File: src/rtl/ex_csa_pkg.sv
// Shared definitions for the carry-save streaming accumulator.
//   state_e    : controller states (2-bit)
//   DEF_WIDTH  : default operand/result width
//   DEF_CHUNK  : default number of bits resolved per cycle
//   CNT_MAX    : saturation limit of the operand counter
package ex_csa_pkg;

    localparam int         DEF_WIDTH = 64;
    localparam int         DEF_CHUNK = 16;
    localparam logic [7:0] CNT_MAX   = 8'hFF;

    typedef enum logic [1:0] {
        ST_ACCUM   = 2'd0,
        ST_RESOLVE = 2'd1,
        ST_DONE    = 2'd2
    } state_e;

endpackage

File: src/rtl/ex_csa_row.sv
// Combinational WIDTH-bit 3:2 compressor row.
//   a, b, d : three addends
//   sum     : bitwise XOR of the addends
//   carry   : bitwise majority shifted up one place; the carry out of the MSB is
//             dropped so that sum + carry == a + b + d modulo 2^WIDTH
module ex_csa_row
    import ex_csa_pkg::*;
#(
    parameter int WIDTH = DEF_WIDTH
) (
    input  logic [WIDTH-1:0] a,
    input  logic [WIDTH-1:0] b,
    input  logic [WIDTH-1:0] d,
    output logic [WIDTH-1:0] sum,
    output logic [WIDTH-1:0] carry
);

    logic [WIDTH-1:0] maj;

    assign sum   = a ^ b ^ d;
    assign maj   = (a & b) | (a & d) | (b & d);
    assign carry = {maj[WIDTH-2:0], 1'b0};

endmodule

File: src/rtl/ex_csa_accum_resolve.sv
// Streaming carry-save accumulator with chunked carry resolution.
// Operands are folded into a redundant sum/carry pair, one per accepted beat,
// with no carry propagation in the loop. A flush beat starts a resolve phase that
// adds the pair CHUNK bits per cycle (ripple carry held in a flop between chunks),
// after which the result is offered on a valid/ready output.
//   clock, reset        : rising-edge clock, asynchronous active-high reset
//   inValid/inReady     : operand handshake; inReady only while accumulating
//   inData              : operand
//   inClear             : drop accumulated state before adding this beat
//   inFlush             : this beat is the last operand; begin resolve
//   outValid/outReady   : result handshake
//   outData             : resolved sum modulo 2^WIDTH (holds last result when idle)
//   outCount            : operands summed, saturating at 255
// WIDTH must be a multiple of CHUNK.
module ex_csa_accum_resolve
    import ex_csa_pkg::*;
#(
    parameter int WIDTH = DEF_WIDTH,
    parameter int CHUNK = DEF_CHUNK
) (
    input  logic             clock,
    input  logic             reset,
    input  logic             inValid,
    output logic             inReady,
    input  logic [WIDTH-1:0] inData,
    input  logic             inClear,
    input  logic             inFlush,
    output logic             outValid,
    input  logic             outReady,
    output logic [WIDTH-1:0] outData,
    output logic [7:0]       outCount
);

    localparam int            NCHK   = WIDTH / CHUNK;
    localparam int            KW     = (NCHK > 1) ? $clog2(NCHK) : 1;
    localparam logic [KW-1:0] K_LAST = KW'(NCHK - 1);

    function automatic logic [7:0] sat_inc(input logic [7:0] v);
        return (v == CNT_MAX) ? CNT_MAX : v + 8'd1;
    endfunction

    state_e           state_q, state_d;
    logic [WIDTH-1:0] s_q, s_d;
    logic [WIDTH-1:0] c_q, c_d;
    logic [7:0]       cnt_q, cnt_d;
    logic [KW-1:0]    k_q, k_d;
    logic             cy_q, cy_d;
    logic [WIDTH-1:0] out_data_q, out_data_d;
    logic [7:0]       out_cnt_q, out_cnt_d;

    logic             accept;
    logic [WIDTH-1:0] base_s, base_c;
    logic [WIDTH-1:0] row_s, row_c;
    logic [CHUNK-1:0] s_chk, c_chk;
    logic [CHUNK:0]   chk_sum;

    assign inReady  = (state_q == ST_ACCUM);
    assign outValid = (state_q == ST_DONE);
    assign outData  = out_data_q;
    assign outCount = out_cnt_q;
    assign accept   = inValid & inReady;

    assign base_s = inClear ? '0 : s_q;
    assign base_c = inClear ? '0 : c_q;

    ex_csa_row #(.WIDTH(WIDTH)) u_row (
        .a     (base_s),
        .b     (base_c),
        .d     (inData),
        .sum   (row_s),
        .carry (row_c)
    );

    // Chunk adder: one CHUNK-wide slice of S + C plus the carry from the slice below.
    assign s_chk   = s_q[k_q*CHUNK +: CHUNK];
    assign c_chk   = c_q[k_q*CHUNK +: CHUNK];
    assign chk_sum = {1'b0, s_chk} + {1'b0, c_chk} + {{CHUNK{1'b0}}, cy_q};

    always_comb begin
        state_d    = state_q;
        s_d        = s_q;
        c_d        = c_q;
        cnt_d      = cnt_q;
        k_d        = k_q;
        cy_d       = cy_q;
        out_data_d = out_data_q;
        out_cnt_d  = out_cnt_q;
        case (state_q)
            ST_ACCUM: begin
                if (accept) begin
                    s_d   = row_s;
                    c_d   = row_c;
                    cnt_d = inClear ? 8'd1 : sat_inc(cnt_q);
                    if (inFlush) begin
                        state_d = ST_RESOLVE;
                        k_d     = '0;
                        cy_d    = 1'b0;
                    end
                end
            end
            ST_RESOLVE: begin
                // Resolved slices overwrite S in place; that slice of S is no longer needed.
                s_d[k_q*CHUNK +: CHUNK] = chk_sum[CHUNK-1:0];
                cy_d = chk_sum[CHUNK];
                k_d  = k_q + 1'b1;
                if (k_q == K_LAST) begin
                    state_d    = ST_DONE;
                    out_data_d = s_d;
                    out_cnt_d  = cnt_q;
                end
            end
            ST_DONE: begin
                if (outReady) begin
                    state_d = ST_ACCUM;
                    s_d     = '0;
                    c_d     = '0;
                    cnt_d   = 8'd0;
                end
            end
            default: state_d = ST_ACCUM;
        endcase
    end

    always_ff @(posedge clock or posedge reset) begin
        if (reset) begin
            state_q    <= ST_ACCUM;
            s_q        <= '0;
            c_q        <= '0;
            cnt_q      <= 8'd0;
            k_q        <= '0;
            cy_q       <= 1'b0;
            out_data_q <= '0;
            out_cnt_q  <= 8'd0;
        end else begin
            state_q    <= state_d;
            s_q        <= s_d;
            c_q        <= c_d;
            cnt_q      <= cnt_d;
            k_q        <= k_d;
            cy_q       <= cy_d;
            out_data_q <= out_data_d;
            out_cnt_q  <= out_cnt_d;
        end
    end

endmodule
File: config.mk
export PLATFORM = sky130hd
export DESIGN_NAME = ex_csa_accum_resolve
export DESIGN_NICKNAME = d
export VERILOG_FILES = /design/src/rtl/ex_csa_pkg.sv /design/src/rtl/ex_csa_row.sv /design/src/rtl/ex_csa_accum_resolve.sv
export SDC_FILE = /design/constraint.sdc
export NUM_CORES = 1
export LEC_CHECK = 0
export CAP_MARGIN = 15
export CORE_MARGIN = 2
export CORE_UTILIZATION = 40
export DETAILED_ROUTE_END_ITERATION = 10
export HOLD_SLACK_MARGIN = 0.03
export PLACE_DENSITY = 0.73
export SYNTH_ARGS = -nofsm -noshare
export SYNTH_HDL_FRONTEND = slang
export SYNTH_SLANG_ARGS = --single-unit
File: constraint.sdc
create_clock -name clock -period 9.09 [get_ports clock]
set_clock_uncertainty 0.2 [all_clocks]
set_input_delay 2.727 -clock clock [delete_from_list [all_inputs] [get_ports clock]]
set_output_delay 2.727 -clock clock [all_outputs]
set_load 0.03 [all_outputs]
==> metrics.md <==
| Metric | Value |
|---|---|
| Run status | `finished, final reports clean` |
| Synth Flop Type | `dfrtp_1` |
| WP data required | `6160 ps` |
| Share of layout cells above drive strength 1 | `0.0820` |
| Top-count cell post-synth | `nand2_1` |
| DIE HEIGHT | `187 um` |
| 1st-iter DRT viols | `1182` |
| Crit-path max FO | `9` |
| Max-Cap Viols | `0` |
| Vias in the first global route | `11400` |
| Clock sinks | `212` |
| Final Hold Fails | `0` |
| Synth area leader | `dfrtp_1` |
| Startpoint types | `flip-flop` |
| Layout area overhead | `19.3%` |
| DR vias/cell | `5.87` |
| Post-synth EDFFs | `0` |
| Clk_lat worst skew | `530 ps` |
| Rows | `66` |
| Clock-pin slew on the worst setup and hold paths | `60 ps` |
| Reg-to-Reg End | `outData[26]` |
| Number of unique standard cell types used by synthesis | `65` |
| Commonest cells in the netlist | `nand2_1 (231), dfrtp_1 (212), o21ai_0 (160)` |
| RePlAce Congestion | `0.964` |
| Setup violations, final | `0` |
| Async SR Flop Fraction | `1.00` |
| Setup crit end | `inReady` |
| Worst Hold Class | `flip-flop to flip-flop` |
| Reg-to-Reg Start | `k_q[1]` |
| Rel. slew slack | `0.240` |
| Final Max Slew Viols | `0` |
| R2R setup slack | `4230 ps` |
| Critical Path Start | `state_q[0]` |
| Port Buffer Count | `143` |
| Largest net degree at the start of global routing | `123` |
| RSZ-0062 raised after global routing | `no` |
| CTS-repair resized insts | `0` |
| Yosys reg bits | `212` |
| Hold Path Stages | `2` |
| Post-route clock period utilization | `0.561` |
| Die area | `0.0349 mm^2` |
| Syn Inst Count | `1422` |
| Syn avg cell area | `9.41 um^2` |
| TritonCTS clock tree | `yes` |
| P_leak | `6.70 nW` |
| Post-Syn Area | `0.0134 mm^2` |
| # DRC | `0` |
| Post-CTS Setup Bufs | `0` |
| Seq/Total Area, Yosys | `0.396` |
| Worst vdd ir | `0.239 mV` |
| Worst Max-Slew Pin Slew | `1130 ps` |
| Final WL | `44100 um` |
| Tmin final | `5100 ps` |
| First-pass DRT Iterations | `5` |
| Total negative setup slack | `0 ps` |
| H-tree Lvls | `1` |
| Top cell type's share of synthesized area | `0.396` |
| DRT antenna net count | `0` |
| Die W | `187 um` |
| Wire length of the first global-routing pass | `69100 um` |
| Starting density of the core | `0.408` |
| Wirelength per Cell | `22.4 um` |
| Post-Syn Nets | `1583` |
| Post-detail-place hpwl | `31600 um` |
| Fin nets | `1668` |
| CTS Buf Count | `25` |
| Clock root buffer | `clkbuf_16` |
| Total gr overflow | `0` |
| Synth area leaders | `dfrtp_1 (40%), fa_1 (9.6%), nor2b_1 (6.5%)` |
| Power Density | `407 mW/mm^2` |
| F_max | `196 MHz` |
| Critical Path End Type | `output pin` |
| Hold Worst Slack | `274 ps` |
| Reg2Reg Depth | `11` |
| Post-placement cell count | `1921` |
| Initial antenna violation count | `1` |
| WS Path Type | `flip-flop to output pin` |
| Final std cells w/o fill | `1968` |
| Via count | `11600` |
| Core ar. | `0.0328 mm^2` |
| Yosys warns | `0` |
| Critical Path AT | `2170 ps` |
| CTS hold repair buffers | `0` |
| Total track usage | `0.253` |
| I/O pins | `144` |
| CTS Buffer Depth | `3` |
==> power breakdown <==
part	total [mW]	switching, mW	leakage (nW)	internal (mW)
Clock	1.01	0.409	0.399	0.597
Combinational	3.80	2.43	3.51	1.37
Sequential	1.70	0.358	2.78	1.34
==> worst min-delay path by stage <==
stage                           start           to
final                     outData[17]  outData[17]
after global routing      outData[36]  outData[36]
after CTS                 outData[62]  outData[62]
after detailed placement  outData[62]  outData[62]
after global placement    outData[17]  outData[17]
after floorplan               c_q[33]      c_q[33]
==> layer usage <==
| layer | vias to the layer above | wire, um | global-route usage |
|---|---|---|---|
| met1 | 5651 | 19400 | 0.377 |
| met2 | 658 | 17800 | 0.344 |
| met4 | 4 | 2000 | 0.107 |
| met5 | - | 32 | 0 |
| li1 | 5131 | - | - |
| met3 | 107 | 4920 | 0.0674 |
==> state kept, by name (all words and copies together), names as in the netlist <==
register	cells
s_q	64
c_q	63
cy_q	1
outCount	8
state_q	2
outData	64
cnt_q	8
k_q	2
==> cell type report <==
class	instances	area (um^2)
multi-input combinational	1083	7660
inverter	27	109
antenna	1	2.50
sequential	212	5310
fill	3075	16800
timing repair buffer	158	1540
tap	442	553
clock buffer	36	707
clock inverter	9	104
==> layout by cell type (no fill, tap or decap), types with 7 or more instances in the layout <==
master             n
and3_1            16
nor2_1            74
a221oi_1          10
clkdlybuf4s50_1  142
buf_4             15
nor3b_1            9
clkbuf_16         25
dfrtp_1          211
mux4_2            31
clkbuf_1           7
nand2b_1          10
ha_1              27
xnor2_1            9
nand3_1           14
nor3_1            10
o31ai_1           13
o21ai_0          160
fa_1              64
inv_1             24
nand2_1          230
nor2b_1          139
a22oi_1           38
mux2_2            12
a21oi_1          121
==> critical path, stage by stage (launching register included) <==
cell             delay [ps]
dfrtp_1                 410
inv_1                   100
ha_1                    390
clkdlybuf4s50_1         750
==> per-stage QoR <==
| step | utilization | total power, mW | setup WS, ps | instance area [um^2] |
|---|---|---|---|---|
| after detailed placement | 0.462 | 5.39 | 3550 | 15200 |
| after CTS | 0.487 | 6.42 | 3970 | 16000 |
| final | 0.487 | 6.51 | 3990 | 16000 |
| after global placement | 0.462 | 5.32 | 3650 | 15200 |
| after global routing | 0.487 | 6.92 | 3870 | 16000 |
| after floorplan | - | 4.14 | 369 | 13400 |
==> logic make-up (layout without fill, tap and decap cells) <==
family	count (synthesis)	after routing	share of synthesized area
adder cells (fa/ha/maj)	91	91	0.121
XOR/XNOR	14	14	0.00972
flip-flops	212	212	0.396
multiplexers	47	47	0.0652
AND/OR/NAND/NOR	528	528	0.191
AO/OA/AOI/OAI	403	403	0.181
buffers and inverters	127	230	0.0359
other	0	1	0
Note: power is estimated with default switching activity, not from simulation.
